$ cat config.mk
export PLATFORM = sky130hd
export DESIGN_NAME = uart_frame_core
export DESIGN_NICKNAME = d
export VERILOG_FILES = /design/src/rtl/uart_frame_core_pkg.sv /design/src/rtl/uart_frame_core_tx.sv /design/src/rtl/uart_frame_core.sv
export SDC_FILE = /design/constraint.sdc
export NUM_CORES = 2
export LEC_CHECK = 0
export CORE_MARGIN = 2
export CORE_UTILIZATION = 45
export DETAILED_ROUTE_END_ITERATION = 16
export PLACE_DENSITY_LB_ADDON = 0.25
export SYNTH_ARGS = -nofsm -noshare
export SYNTH_HDL_FRONTEND = slang
export SYNTH_SLANG_ARGS = --single-unit
$ cat constraint.sdc
create_clock -name clock -period 4.22 [get_ports clock]
set_input_delay 0.844 -clock clock [delete_from_list [all_inputs] [get_ports clock]]
set_output_delay 0.844 -clock clock [all_outputs]
set_load 0.1 [all_outputs]
$ cat src/rtl/uart_frame_core_pkg.sv
// Shared definitions for the framed UART layer.
//  - rx_state_t / tx_state_t : state types for the RX parser and the TX sequencer
//  - DEFAULT_SYNC_BYTE       : frame start marker used in both directions
//  - xor_acc()               : running XOR checksum step
package uart_frame_core_pkg;

  typedef enum logic [1:0] {
    R_IDLE,
    R_DATA,
    R_CHECK
  } rx_state_t;

  typedef enum logic [1:0] {
    T_IDLE,
    T_LOAD,
    T_GAP,
    T_WAIT
  } tx_state_t;

  localparam logic [7:0] DEFAULT_SYNC_BYTE = 8'hA5;

  function automatic logic [7:0] xor_acc(input logic [7:0] acc, input logic [7:0] b);
    return acc ^ b;
  endfunction

endpackage

$ cat src/rtl/uart_frame_core_tx.sv
// TX framer: takes one RESULT_BYTES word by valid/ready and feeds a byte UART
// with SYNC_BYTE, the word MSB byte first, then the XOR of the word bytes.
// Ports:
//  clock, reset         system clock, synchronous active-low reset
//  result_data/valid    word offered for transmission
//  result_ready         high only while idle (and not in reset)
//  tx_data, tx_wr_en    byte and one-cycle load strobe towards the UART
//  tx_busy              UART transmitter busy
module uart_frame_tx
  import uart_frame_core_pkg::*;
#(
  parameter int unsigned RESULT_BYTES = 4,
  parameter logic [7:0]  SYNC_BYTE    = DEFAULT_SYNC_BYTE
) (
  input  logic                    clock,
  input  logic                    reset,
  input  logic [RESULT_BYTES*8-1:0] result_data,
  input  logic                    result_valid,
  output logic                    result_ready,
  output logic [7:0]              tx_data,
  output logic                    tx_wr_en,
  input  logic                    tx_busy
);

  localparam int unsigned RW = RESULT_BYTES * 8;
  localparam int unsigned IW = $clog2(RESULT_BYTES + 3);

  tx_state_t      r_state;
  tx_state_t      w_next;
  logic [RW-1:0]  r_word;
  logic [7:0]     r_xor;
  logic [IW-1:0]  r_idx;
  logic           r_ready;
  logic [7:0]     r_tx_data;
  logic           r_wr_en;
  logic [7:0]     w_byte;
  logic           w_accept;
  logic           w_send;
  logic           w_is_data;

  assign result_ready = r_ready;
  assign tx_data      = r_tx_data;
  assign tx_wr_en     = r_wr_en;

  // Index 0 is the sync byte, 1..RESULT_BYTES the word (always taken from the
  // top of the shifting word register), RESULT_BYTES+1 the checksum.
  assign w_is_data = (r_idx != '0) && (r_idx <= IW'(RESULT_BYTES));

  always_comb begin
    w_byte = r_xor;
    if (r_idx == '0) begin
      w_byte = SYNC_BYTE;
    end else if (w_is_data) begin
      w_byte = r_word[RW-1 -: 8];
    end
  end

  always_ff @(posedge clock) begin
    if (!reset) begin
      r_state <= T_IDLE;
    end else begin
      r_state <= w_next;
    end
  end

  always_comb begin
    w_next   = r_state;
    w_accept = 1'b0;
    w_send   = 1'b0;
    case (r_state)
      T_IDLE: begin
        if (result_valid && r_ready) begin
          w_accept = 1'b1;
          w_next   = T_LOAD;
        end
      end
      T_LOAD: begin
        if (!tx_busy) begin
          w_send = 1'b1;
          w_next = T_GAP;
        end
      end
      // UART raises busy a cycle after the strobe; skip that cycle.
      T_GAP: w_next = T_WAIT;
      T_WAIT: begin
        if (!tx_busy) begin
          w_next = (r_idx == IW'(RESULT_BYTES + 2)) ? T_IDLE : T_LOAD;
        end
      end
      default: w_next = T_IDLE;
    endcase
  end

  always_ff @(posedge clock) begin
    if (!reset) begin
      r_ready   <= 1'b0;
      r_tx_data <= '0;
      r_wr_en   <= 1'b0;
      r_word    <= '0;
      r_xor     <= '0;
      r_idx     <= '0;
    end else begin
      // Registered so ready stays low while reset is held and rises the cycle after.
      r_ready <= (w_next == T_IDLE);
      r_wr_en <= w_send;
      if (w_accept) begin
        r_word <= result_data;
        r_xor  <= '0;
        r_idx  <= '0;
      end
      if (w_send) begin
        r_tx_data <= w_byte;
        r_idx     <= r_idx + 1'b1;
        if (w_is_data) begin
          r_xor  <= xor_acc(r_xor, w_byte);
          r_word <= r_word << 8;
        end
      end
    end
  end

endmodule

$ cat src/rtl/uart_frame_core.sv
// Framed protocol layer between a byte UART and the miner datapath.
// RX: hunts SYNC_BYTE, collects HEADER_BYTES payload bytes, checks the XOR
// checksum byte, aborts stalled frames, publishes the header atomically.
// TX: delegated to uart_frame_tx. RX and TX are independent.
// Ports:
//  clock, reset               system clock, synchronous active-low reset
//  rx_data, rx_valid          received byte + one-cycle valid pulse
//  tx_data, tx_wr_en, tx_busy byte UART transmit interface
//  header_data, header_valid  last good header (first byte in MSBs) + update pulse
//  frame_error                pulse on checksum mismatch or inter-byte timeout
//  result_data/valid/ready    word to transmit, valid/ready handshake
module uart_frame_core
  import uart_frame_core_pkg::*;
#(
  parameter int unsigned HEADER_BYTES   = 80,
  parameter int unsigned RESULT_BYTES   = 4,
  parameter logic [7:0]  SYNC_BYTE      = DEFAULT_SYNC_BYTE,
  parameter int unsigned TIMEOUT_CYCLES = 500000
) (
  input  logic                      clock,
  input  logic                      reset,
  input  logic [7:0]                rx_data,
  input  logic                      rx_valid,
  output logic [7:0]                tx_data,
  output logic                      tx_wr_en,
  input  logic                      tx_busy,
  output logic [HEADER_BYTES*8-1:0] header_data,
  output logic                      header_valid,
  output logic                      frame_error,
  input  logic [RESULT_BYTES*8-1:0] result_data,
  input  logic                      result_valid,
  output logic                      result_ready
);

  localparam int unsigned HW = HEADER_BYTES * 8;
  localparam int unsigned CW = $clog2(HEADER_BYTES + 1);
  localparam int unsigned TW = (TIMEOUT_CYCLES > 0) ? $clog2(TIMEOUT_CYCLES + 1) : 1;

  rx_state_t      r_rx_state;
  rx_state_t      w_rx_next;
  logic [HW-1:0]  r_stage;
  logic [HW-1:0]  r_header;
  logic [7:0]     r_xor;
  logic [CW-1:0]  r_cnt;
  logic [TW-1:0]  r_to;
  logic           r_hdr_valid;
  logic           r_frame_err;
  logic           w_timeout;
  logic           w_hdr_load;
  logic           w_err;

  assign header_data  = r_header;
  assign header_valid = r_hdr_valid;
  assign frame_error  = r_frame_err;

  // A byte arriving on the expiry cycle keeps the frame alive.
  assign w_timeout = (TIMEOUT_CYCLES != 0) && (r_rx_state != R_IDLE) && !rx_valid &&
                     (r_to >= TW'(TIMEOUT_CYCLES - 1));

  always_ff @(posedge clock) begin
    if (!reset) begin
      r_rx_state <= R_IDLE;
    end else begin
      r_rx_state <= w_rx_next;
    end
  end

  always_comb begin
    w_rx_next  = r_rx_state;
    w_hdr_load = 1'b0;
    w_err      = 1'b0;
    case (r_rx_state)
      R_IDLE: begin
        if (rx_valid && (rx_data == SYNC_BYTE)) w_rx_next = R_DATA;
      end
      R_DATA: begin
        if (rx_valid) begin
          if (r_cnt == CW'(HEADER_BYTES - 1)) w_rx_next = R_CHECK;
        end else if (w_timeout) begin
          w_err     = 1'b1;
          w_rx_next = R_IDLE;
        end
      end
      R_CHECK: begin
        if (rx_valid) begin
          w_rx_next = R_IDLE;
          if (rx_data == r_xor) w_hdr_load = 1'b1;
          else                  w_err      = 1'b1;
        end else if (w_timeout) begin
          w_err     = 1'b1;
          w_rx_next = R_IDLE;
        end
      end
      default: w_rx_next = R_IDLE;
    endcase
  end

  always_ff @(posedge clock) begin
    if (!reset) begin
      r_stage     <= '0;
      r_header    <= '0;
      r_xor       <= '0;
      r_cnt       <= '0;
      r_to        <= '0;
      r_hdr_valid <= 1'b0;
      r_frame_err <= 1'b0;
    end else begin
      r_hdr_valid <= w_hdr_load;
      r_frame_err <= w_err;
      if (w_hdr_load) r_header <= r_stage;

      if ((r_rx_state == R_IDLE) || rx_valid) begin
        r_to <= '0;
      end else if (r_to != TW'(TIMEOUT_CYCLES)) begin
        r_to <= r_to + 1'b1;
      end

      case (r_rx_state)
        R_IDLE: begin
          if (rx_valid && (rx_data == SYNC_BYTE)) begin
            r_cnt <= '0;
            r_xor <= '0;
          end
        end
        R_DATA: begin
          if (rx_valid) begin
            r_stage <= (r_stage << 8) | HW'(rx_data);
            r_xor   <= xor_acc(r_xor, rx_data);
            r_cnt   <= r_cnt + 1'b1;
          end
        end
        default: ;
      endcase
    end
  end

  uart_frame_tx #(
    .RESULT_BYTES (RESULT_BYTES),
    .SYNC_BYTE    (SYNC_BYTE)
  ) u_tx (
    .clock        (clock),
    .reset        (reset),
    .result_data  (result_data),
    .result_valid (result_valid),
    .result_ready (result_ready),
    .tx_data      (tx_data),
    .tx_wr_en     (tx_wr_en),
    .tx_busy      (tx_busy)
  );

endmodule

# Yosys cells after proc, flatten, opt, wreduce, memory -nomap -nowiden
# Index checks and enable logic that the tools add are counted.
# totals
mem_bits_rw	0
latchBits	0
in_bits	45
output_inout_bits	652
mem_bits_ro	0
mem_count	0
register_bits	1373
# classes
n_shift	0
reduce_logical	19
n_lt_le_gt_ge	2
add_sub_neg	3
bitwise_logic	4
n_div	0
n_eq_ne	13
n_mux	39
mul	0
# ops
op	n
$or A640 B8 Y640	1
$mux W32	3
$mux W8	7
$add A19 B1 Y19 const B	1
$ge A19 B19 Y1 const B	1
$ne A19 B19 Y1 const B	1
$mux W2	8
$pmux W8 S2	1
$xor A8 B8 Y8	2
$mux W7	2
$pmux W7 S2	1
$mux W1	12
$eq A8 B8 Y1	1
$eq A8 B8 Y1 const B	1
$pmux W2 S4	1
$add A7 B1 Y7 const B	1
$eq A7 B7 Y1 const B	1
$eq A2 B2 Y1 const B	3
$logic_not A2 Y1	3
$mux W3	2
$pmux W2 S3	1
$reduce_bool A2 Y1	3
$logic_and A1 B1 Y1	5
$eq A2 B1 Y1 const B	2
14 further kinds	16

# Depth between registers and ports, before layout
# depth
depth_word	7
depth_mapped	8

# Modules after synthesis
# Synthesis repeated with hierarchy kept, for this count alone.
# hier_totals
cells_unflattened	6099
hier_area_um2	51634.5
# modules_own_cells
mod	cells_each	area_per_inst_um2	n_inst	seq_area_each_um2
uart_frame_core	5805	49202.2	1	26385.3
uart_frame_tx	294	2432.3	1	1101.1

# Worst setup path before layout
# Ideal clock, no wire load.
# synth_path
kind	input-to-reg
start	input rx_data[3]
end	register r_cnt[6]
slack_ps	1822
t_required_ps	4090
path_stages	5
n_path_buf	1
t_arrival_ps	2268
cell_sequence	or4b_1 -> o31a_1 -> buf_2 -> o41ai_1 -> a21boi_1
# synth_between
elab_chain_cells	4
# synth_rtl
item	line_no	source
from (decl)	uart_frame_core.sv:22	input logic [7:0] rx_data,
$eq A8 B8 Y1	uart_frame_core.sv:120	if (rx_valid && (rx_data == SYNC_BYTE)) begin
$logic_and A1 B1 Y1	uart_frame_core.sv:120	
$ne A2 B2 Y1 (no source line)	-	
$reduce_and A3 Y1 (no source line)	-	
to (signal assigned)	uart_frame_core.sv:129	r_cnt <= r_cnt + 1'b1;
to (decl)	uart_frame_core.sv:44	logic [CW-1:0] r_cnt;
# No other way between the ends.
# A chain may end at the register's enable or synchronous reset.

# Worst setup path after layout
# layout_path
start	register r_header[12], in the netlist header_data[12]
end	output header_data[12]
# layout_lines
item	line_no	source
from (decl)	uart_frame_core.sv:42	logic [HW-1:0] r_header;
from (signal assigned)	uart_frame_core.sv:110	if (w_hdr_load) r_header <= r_stage;
to (decl)	uart_frame_core.sv:27	output logic [HEADER_BYTES*8-1:0] header_data,
# No word-level cell between the ends.

==> impl_metrics.env <==
export IMPL_cts_setup_buffers=0
export IMPL_cp_start_kind="flip-flop"
export IMPL_worst_path_dominant_cell_family="buffers and inverters"
export IMPL_synth_edf_count=0
export IMPL_wl_met2_um=66500
export IMPL_fmax_mhz=308
export IMPL_initial_core_util_pct=45.4
export IMPL_cts_tree="built"
export IMPL_viasPerCell=5.13
export IMPL_cts_clk_slew_worst_paths_ns=0.06
export IMPL_drt_iter0_drc=3510
export IMPL_crit_path_cell_trace="clkdlybuf4s50_1"
export IMPL_worst_clock_skew_ns=0.0458
export IMPL_grt_max_degree=199
export IMPL_slowest_stage="clkdlybuf4s50_1"
export IMPL_p_switching_mw=6.15
export IMPL_finalCriticalPeriod_ns=3.25
export IMPL_criticalPathCategory="reg -> out"
export IMPL_p_seq_share_pct=48.8
export IMPL_combPwrFrac_pct=3.6
export IMPL_synth_nets=6137
export IMPL_relSlewSlack_pct=18.2
export IMPL_rows=123
export IMPL_met1_length_um=63100
export IMPL_core_mm2=0.113
export IMPL_yosys_area_top_type="dfxtp_1"
export IMPL_grt_pass1_wl_um=223000
export IMPL_final_setup_tns_ns=0
export IMPL_htree_levels=4
export IMPL_clkSinkCount=1373
export IMPL_synth_seq_cells=1373
export IMPL_yosysUniqueCellTypes=54
export IMPL_synth_area_mm2=0.0511
export IMPL_place_ws_ns=0.908
export IMPL_cts_path_max_buffers=3
export IMPL_crit_fanout=2
export IMPL_antenna_found_initial=5
export IMPL_yosys_top_cells_area="dfxtp_1 (54%), nand2_1 (19%), mux2i_1 (13%)"
export IMPL_postCtsResizedCells=0
export IMPL_grt_ovfl_total=0
export IMPL_fin_hold_ws_ns=0.453
export IMPL_setup_violations=0
export IMPL_hp_class="reg -> reg"
export IMPL_worstPathRequired_ns=3.38
export IMPL_status="complete, no violations"
export IMPL_arrival_ns=2.41
export IMPL_vias=41900
export IMPL_place_gp_congestion=0.840
export IMPL_io_buffers=696
export IMPL_clock_power_share_pct=47.6
export IMPL_avgSynthCellArea_um2=8.41
export IMPL_routed_wl_um=144000
export IMPL_synth_top_area_share_pct=53.8
export IMPL_top_layer_used="met4"
export IMPL_finalWorstSetupSlack_ns=0.969
export IMPL_fin_crit_sh_pct=77.0
export IMPL_postLayoutCoreUtil_pct=56.8
export IMPL_nets=6597
export IMPL_yosysWarnings=0
export IMPL_irDropWorstVdd_uv=345
export IMPL_syn_inst=6081
export IMPL_met3_length_um=8820
export IMPL_route_detailed_wl_per_inst_um=17.6
export IMPL_powerDensity_mw_per_mm2=417
export IMPL_async_flop_share_pct=0
export IMPL_ios=697
export IMPL_finalHoldViolations=0
export IMPL_die_w_um=341
export IMPL_swShare_pct=23.1
export IMPL_grt_pass1_vias=39500
export IMPL_root_buffer="clkbuf_16"
export IMPL_critPathMaxStageDelay_ns=1.30
export IMPL_drv_cap=0
export IMPL_power_internal_mw=20.5
export IMPL_yosysSeqAreaShare_pct=53.8
export IMPL_post_dp_hpwl_um=94900
export IMPL_drive_gt1_share_pct=4.93
export IMPL_dieArea_mm2=0.116
export IMPL_synth_ff_type="dfxtp_1"
export IMPL_total_power_mw=26.7
export IMPL_clock_latency_ns=0.77
export IMPL_p_leak_nw=20.0
export IMPL_rsz0062_at_grt="no"
export IMPL_firstDrtPassIters=5
export IMPL_holdBufCountCts=0
export IMPL_track_usage_pct=23.9
export IMPL_areaGrowthSynthToFinish_pct=25.2
export IMPL_die_h_um=341
export IMPL_cts_made_buffers=142
export IMPL_path_buf_inv=1
export IMPL_cp_end_kind="output port"
export IMPL_drc=0
export IMPL_slew_viol_final=0
export IMPL_tightestPinTransition_ns=1.22
export IMPL_drtAntennaViolNets=0
cell usage in the layout (no fill, tap or decap), types with 6 or more instances in the layout:
master | Yosys | final
o21ai_1 | 9 | 9
a311oi_1 | 24 | 24
xnor2_1 | 15 | 15
nand2b_1 | 14 | 14
inv_1 | 12 | 11
clkbuf_16 | 0 | 142
clkbuf_8 | 0 | 35
nor3_1 | 9 | 8
a21boi_0 | 64 | 64
clkbuf_1 | 373 | 28
nor2_1 | 66 | 66
clkinv_2 | 0 | 26
o21ai_0 | 12 | 12
buf_12 | 0 | 32
nand3_1 | 12 | 12
mux2i_1 | 646 | 646
dfxtp_1 | 1373 | 1373
ha_1 | 11 | 11
nor2b_1 | 12 | 12
o311ai_0 | 9 | 9
and4_1 | 6 | 6
buf_4 | 0 | 53
bufinv_16 | 0 | 7
a21oi_1 | 597 | 597
nand4_1 | 8 | 8
clkdlybuf4s50_1 | 0 | 691
nand2_1 | 2640 | 2639
nor3b_1 | 6 | 6
xor2_1 | 14 | 14
worst paths after layout:
kind | start | endpoint | slack (ns) | depth (start not counted)
min | r_stage[41] | r_stage[49] | 0.45 | 2
min reg2reg | r_stage[41] | r_stage[49] | 0.45 | 2
max | header_data[12] | header_data[12] | 0.97 | 1
max reg2reg | u_tx.r_idx[0] | u_tx.r_xor[4] | 1.24 | 7
registers in the layout, indices dropped and copies added (netlist names):
| name | flops |
|---|---|
| u_tx.r_word | 32 |
| header_valid | 1 |
| u_tx.tx_wr_en | 1 |
| r_stage | 640 |
| u_tx.tx_data | 8 |
| r_xor | 8 |
| u_tx.r_state | 2 |
| u_tx.result_ready | 1 |
| frame_error | 1 |
| u_tx.r_idx | 3 |
| r_cnt | 7 |
| r_rx_state | 2 |
| u_tx.r_xor | 8 |
| r_to | 19 |
| header_data | 640 |
synth_stat cells (4+ instances only):
cell and n:
a21boi_0 64, nor4_1 4, nand4_1 8, ha_1 11, buf_1 14, o311ai_0 9
xnor2_1 15, and4_1 6, a21oi_1 597, inv_1 12, nor2_1 66, o21ai_0 12
nand2_1 2640, o31ai_1 5, buf_2 73, nor3b_1 6, dfxtp_1 1373, mux2i_1 646
clkbuf_1 373, nand2b_1 14, xor2_1 14, a2111oi_0 4, nand3_1 12, nor2b_1 12
nor3_1 9, o21ai_1 9, or4_1 5, a311oi_1 24
power by group through the flow:
| stage | clock network [mW] | logic, mW | registers (mW) |
|---|---|---|---|
| 6_report | 12.7 | 0.949 | 13.0 |
| 5_1_grt | 13.5 | 1.03 | 13.0 |
| 2_1_floorplan | 0 | 0.610 | 13.3 |
| 3_3_place_gp | 0 | 0.945 | 13.3 |
| 4_1_cts | 12.9 | 0.949 | 13.0 |
| 3_5_place_dp | 0 | 0.947 | 13.3 |
cell type report:
| cell class | instances | area, um2 |
|---|---|---|
| fill | 10200 | 48700 |
| sequential | 1373 | 27500 |
| multi-input combinational | 4235 | 21800 |
| timing repair buffer | 777 | 7970 |
| clock buffer | 205 | 4140 |
| tap | 1500 | 1880 |
| clock inverter | 53 | 648 |
| inverter | 12 | 52.6 |
| antenna | 5 | 12.5 |
cell families (layout without fill, tap and decap cells):
kind of cell	count (synthesis)	after routing	synth area share, %
AO/OA/AOI/OAI	746	746	8.06
XOR/XNOR	29	29	0.497
adder cells (fa/ha/maj)	11	11	0.269
buffers and inverters	473	1047	3.65
flip-flops	1373	1373	53.8
multiplexers	646	646	12.6
other	0	5	0
AND/OR/NAND/NOR	2803	2803	21.1
layer usage:
layer,vias to the layer above,global-route usage [%]
met1,20000,31.6
met5,-,0
met2,1059,37.9
met4,0,9.91
li1,20600,-
met3,254,4.95
per-stage QoR:
stage,std cells,instance area (um2)
3_3_place_gp,7897,59200
6_report,8160,64000
4_1_cts,8155,64000
3_5_place_dp,7897,59200
2_1_floorplan,6081,51100
5_1_grt,8160,64000
Note: power is estimated with default switching activity, not from simulation.
